--- config.mk ---
export PLATFORM = sky130hd
export DESIGN_NAME = rtsnoc_rx_fifo
export DESIGN_NICKNAME = d
export VERILOG_FILES = /design/src/rtl/rtsnoc_rx_fifo.sv
export SDC_FILE = /design/constraint.sdc
export NUM_CORES = 1
export LEC_CHECK = 0
export BUFFER_PORTS_ARGS = -buffer_cell sky130_fd_sc_hd__buf_2
export CORE_ASPECT_RATIO = 0.7
export CORE_MARGIN = 3
export CORE_UTILIZATION = 43
export DETAILED_ROUTE_END_ITERATION = 8
export PLACE_DENSITY_LB_ADDON = 0.08
export SYNTH_ARGS = -nofsm -noshare
export SYNTH_HDL_FRONTEND = slang
export SYNTH_SLANG_ARGS = --single-unit
--- constraint.sdc ---
create_clock -name clk_i -period 8.9 [get_ports clk_i]
set_clock_uncertainty 0.15 [all_clocks]
set_input_delay 2.67 -clock clk_i [delete_from_list [all_inputs] [get_ports clk_i]]
set_output_delay 2.67 -clock clk_i [all_outputs]
set_load 0.02 [all_outputs]
--- src/rtl/rtsnoc_rx_fifo.sv ---
// Receive-side flit buffer between an RTSNoC router local port and the Wishbone NoC slave.
// Drains router flits into a small show-ahead FIFO and flags the empty->non-empty transition.
module rtsnoc_rx_fifo #(
  parameter int BUS_WIDTH  = 38,
  parameter int DEPTH_LOG2 = 3
) (
  input  logic                  clk_i,
  input  logic                  rst_i,
  input  logic [BUS_WIDTH-1:0]  rtr_dout_i,
  input  logic                  rtr_nd_i,
  output logic                  rtr_rd_o,
  output logic [BUS_WIDTH-1:0]  fifo_dout_o,
  output logic                  fifo_nd_o,
  input  logic                  fifo_rd_i,
  output logic [DEPTH_LOG2:0]   level_o,
  output logic                  full_o,
  output logic                  int_o,
  output logic                  dbg_state_o
);

  localparam int DEPTH = 1 << DEPTH_LOG2;
  localparam logic [DEPTH_LOG2:0] DEPTH_CNT = (DEPTH_LOG2 + 1)'(DEPTH);

  // Handshakes: the router holds rtr_nd_i and a stable rtr_dout_i until it
  // sees the one-cycle rtr_rd_o pulse; the slave raises fifo_rd_i (level) and
  // only its rising edge pops, so a held request consumes exactly one flit.
  typedef enum logic {
    IDLE   = 1'b0,
    SETTLE = 1'b1
  } state_e;

  state_e                 state_q, state_d;
  logic [DEPTH_LOG2-1:0]  wp_q, wp_d;
  logic [DEPTH_LOG2-1:0]  rp_q, rp_d;
  logic [DEPTH_LOG2:0]    cnt_q, cnt_d;
  logic                   rd_q, rd_d;
  logic                   rtr_rd_q, rtr_rd_d;
  logic                   int_q, int_d;
  logic [BUS_WIDTH-1:0]   mem_q [DEPTH];

  logic full;
  logic push;
  logic pop;

  always_comb begin
    state_d  = state_q;
    wp_d     = wp_q;
    rp_d     = rp_q;
    cnt_d    = cnt_q;
    rd_d     = fifo_rd_i;
    rtr_rd_d = 1'b0;
    int_d    = 1'b0;
    push     = 1'b0;

    full = (cnt_q == DEPTH_CNT);
    pop  = fifo_rd_i && !rd_q && (cnt_q != '0);

    case (state_q)
      IDLE: begin
        if (rtr_nd_i && !full) begin
          push    = 1'b1;
          state_d = SETTLE;
        end
      end
      // One dead cycle so the router can drop nd before we look again.
      SETTLE:  state_d = IDLE;
      default: state_d = IDLE;
    endcase

    if (push) begin
      wp_d     = wp_q + 1'b1;
      rtr_rd_d = 1'b1;
      int_d    = (cnt_q == '0);
    end
    if (pop) begin
      rp_d = rp_q + 1'b1;
    end

    case ({push, pop})
      2'b10:   cnt_d = cnt_q + 1'b1;
      2'b01:   cnt_d = cnt_q - 1'b1;
      default: cnt_d = cnt_q;
    endcase
  end

  always_ff @(posedge clk_i or negedge rst_i) begin
    if (!rst_i) begin
      state_q  <= IDLE;
      wp_q     <= '0;
      rp_q     <= '0;
      cnt_q    <= '0;
      rd_q     <= 1'b0;
      rtr_rd_q <= 1'b0;
      int_q    <= 1'b0;
    end else begin
      state_q  <= state_d;
      wp_q     <= wp_d;
      rp_q     <= rp_d;
      cnt_q    <= cnt_d;
      rd_q     <= rd_d;
      rtr_rd_q <= rtr_rd_d;
      int_q    <= int_d;
    end
  end

  // Storage is intentionally left out of reset.
  always_ff @(posedge clk_i) begin
    if (push) begin
      mem_q[wp_q] <= rtr_dout_i;
    end
  end

  assign rtr_rd_o    = rtr_rd_q;
  assign fifo_dout_o = mem_q[rp_q];
  assign fifo_nd_o   = (cnt_q != '0);
  assign level_o     = cnt_q;
  assign full_o      = full;
  assign int_o       = int_q;
  assign dbg_state_o = state_q;

endmodule

==> run metrics <==
R2R Path Start=level_o[1]; Post-DP Area=~13000 sq um; Max Cap Viol=0; final total power=between 4 and 5 mW; DR DRC count=0; share of cells above drive strength 1=between 40 and 50%; Fillers=about 2200; Syn. warnings=0; first-pass GRT wire length=35700 microns; flop-to-flop setup slack=~5.9 ns; clock period minus worst slack=approximately 6.2 ns; register cell area after layout=approximately 9500 sq um; Yosys reg bits=around 320; Setup-failing EPs final=0; critical path data arrival time=about 3.4 ns; GR Overflow Total=0; VDD IR max=~150 uV; Final Util=between 50% and 60%; fin crit share=69.79%; htree depth=1; Post-DP HPWL=12670 microns; Pre-Repair DR Iteration Count=4; switching pwr=~1.4 mW; aggregate routed wire length=approximately 23000 microns; CTS Hold Bufs=0; post-DR vias/cell=5.301; IO Port Bufs=88; Row Count=50; required time worst endpoint=just over 6 ns; crit end category=output pin; outcome=finished, final reports clean; Syn-to-layout area delta=16.21%; syn avg cell area=23.99 sq um; WL per Instance=approximately 23 microns; Worst Setup SP=rp_q[0]; Core ar.=between 20000 and 30000 sq um; Switching Share=29.87%; Seq pwr share=approximately 44%; Final Max Slew Viols=0; Post-CTS Setup Bufs=0; worst hold path type=reg -> reg; clock network power share=~28%; Fmax=about 0.16 GHz; # resized after CTS=0; IO Pins=89; Slew HR=20.33%; syn nets=551; largest net degree at the start of global routing=just under 80; Yosys cell types=27; Multi-input gate area=roughly 2500 sq um; die area=slightly above 30000 sq um; antenna viol nets, final=0; initial antenna violation count=3; diode count=0; worst-path fanout max=45; CTS tree=yes; crit path kind=reg -> out; Fin. Hold Viols=0; register area share after synthesis=roughly four fifths; vias in the first global route=approximately 5600; Reg clk slew, reported paths=around 0.06 ns; fin nets=660; power density cells=between 300 and 400 nW/um^2; Mapped Cells=504; setup TNS=0 ns; CTS max path bufs=3; vias after detailed routing=approximately 5300; GRT Overall Usage=about 16%; Slew @ Worst Pin=about 1.2 ns; Die W=roughly 210 microns; Synth Cell Area=between 10000 and 15000 sq um; unrepaired setup endpoints after global routing=no; Gate power share=27.6%; design area=about 14000 sq um; hold_sp=wp_q[0]; CTS buffer count=31; clock sink count=about 320; Clock Tree Root=clkbuf_16; static leakage power=between 4 and 5 nW; RD Place Congestion=between 0.6 and 0.7; Startpoint Class=register; internal cell power=between 3 and 4 mW; DR iter-0 viols=around 230; clock latency on the worst-skew pair=between 0.5 and 0.6 ns; Initial Utilization=between 40% and 50%; Die Ht=146.3 microns
-- layout by cell type (no fill, tap or decap), drive strengths merged --
| cell | synthesis | final |
|---|---|---|
| inv | 1 | 2 |
| or4 | 1 | 1 |
| nor3 | 4 | 4 |
| dfrtp | 13 | 13 |
| xor2 | 5 | 5 |
| and3b | 1 | 1 |
| nor4b | 1 | 1 |
| a2111oi | 1 | 1 |
| nor2 | 8 | 8 |
| ha | 5 | 5 |
| clkinvlp | 0 | 1 |
| nand2 | 4 | 4 |
| nand2b | 5 | 5 |
| edfxtp | 304 | 304 |
| nor4 | 1 | 1 |
| clkinv | 0 | 5 |
| xnor2 | 4 | 4 |
| a21oi | 2 | 2 |
| and2 | 1 | 1 |
| mux4 | 76 | 76 |
| nand3 | 1 | 1 |
| buf | 13 | 100 |
| mux2 | 41 | 41 |
| nand3b | 1 | 1 |
| clkbuf | 11 | 50 |
-- layer usage --
metal	vias to the layer above	global-route usage (%)	routed length, microns
li1	2353	-	-
met2	96	25.08	11140
met3	35	4.257	1229
met1	2816	22.85	10540
met4	6	3.120	395
met5	-	0	47
-- path summary, 6_finish.rpt --
check | endpoint | depth (start not counted)
max | fifo_dout_o[2] | 4
min | wp_q[0] | 1
max reg2reg | mem_q[7][3] | 5
min reg2reg | wp_q[0] | 1
max in group asynchronous | rp_q[1] | 1
min in group asynchronous | level_o[1] | 1
-- kinds of logic (layout without fill, tap and decap cells) --
family | after synthesis | count (layout) | synth area share, %
AO/OA/AOI/OAI | 3 | 3 | 0.1863
XOR/XNOR | 9 | 9 | 0.6520
adder cells (fa/ha/maj) | 5 | 5 | 0.5175
buffers and inverters | 25 | 158 | 1.190
flip-flops | 317 | 317 | 78.20
multiplexers | 117 | 117 | 18.01
AND/OR/NAND/NOR | 28 | 28 | 1.242
-- flip-flops by register name, summed over array words and instances (netlist names) --
| name | flops |
|---|---|
| wp_q | 3 |
| rd_q | 1 |
| level_o | 4 |
| rp_q | 3 |
| rtr_rd_o | 1 |
| mem_q | 304 |
| int_o | 1 |
-- critical path, cell delays in order, from the launching register on --
cell and delay [ns]:
dfrtp_4 1.04, buf_4 0.70, mux4_2 0.59, mux2_2 0.31, buf_2 0.18
-- power by group through the flow --
stage / clock network [mW] / logic (mW) / registers, mW
after floorplan: 0 / 1.05 / 1.92
after global placement: 0 / 1.30 / 2.08
after detailed placement: 0 / 1.30 / 2.09
after CTS: 1.33 / 1.31 / 2.06
after global routing: 1.40 / 1.38 / 2.08
final: 1.30 / 1.27 / 2.04
-- Yosys cell counts --
cell / number / area [sq um]
buf_6: 5 / 56.30
mux2_2: 40 / 450.4
a21oi_1: 1 / 5.000
a2111oi_0: 1 / 8.760
nand3b_1: 1 / 7.510
nand3_1: 1 / 5.000
and3b_1: 1 / 8.760
ha_1: 5 / 62.56
xnor2_1: 4 / 35.03
and2_1: 1 / 6.260
nand2b_1: 5 / 31.28
inv_1: 1 / 3.750
edfxtp_1: 304 / 9129
nor4_1: 1 / 6.260
buf_2: 7 / 35.03
mux2_4: 1 / 15.01
mux4_2: 76 / 1712
nand2_1: 4 / 15.01
nor4b_1: 1 / 8.760
a21oi_2: 1 / 8.760
or4_4: 1 / 11.26
nor2_1: 8 / 30.03
buf_4: 1 / 7.510
dfrtp_1: 13 / 325.3
clkbuf_1: 11 / 41.29
xor2_1: 5 / 43.79
nor3_1: 4 / 20.02
-- layout make-up --
cell class	instances	area share, %
well taps	364	3.242
repair buffers	100	3.776
clock inverters	7	0.2761
inverters	1	0.02672
flip-flops and latches	317	67.36
multi-input cells	162	18.12
clock buffers	50	7.196
-- per-stage QoR --
stage               setup WS (ns)  instances  hold slack (ns)
finish                      2.688       1001           0.3716
global route                2.360       1001           0.3888
CTS                         2.518       1001           0.3646
detailed placement          3.134        944           0.3522
global placement            3.159        944           0.3435
floorplan                   2.537        504           0.3305
Note: power is estimated with default switching activity, not from simulation.
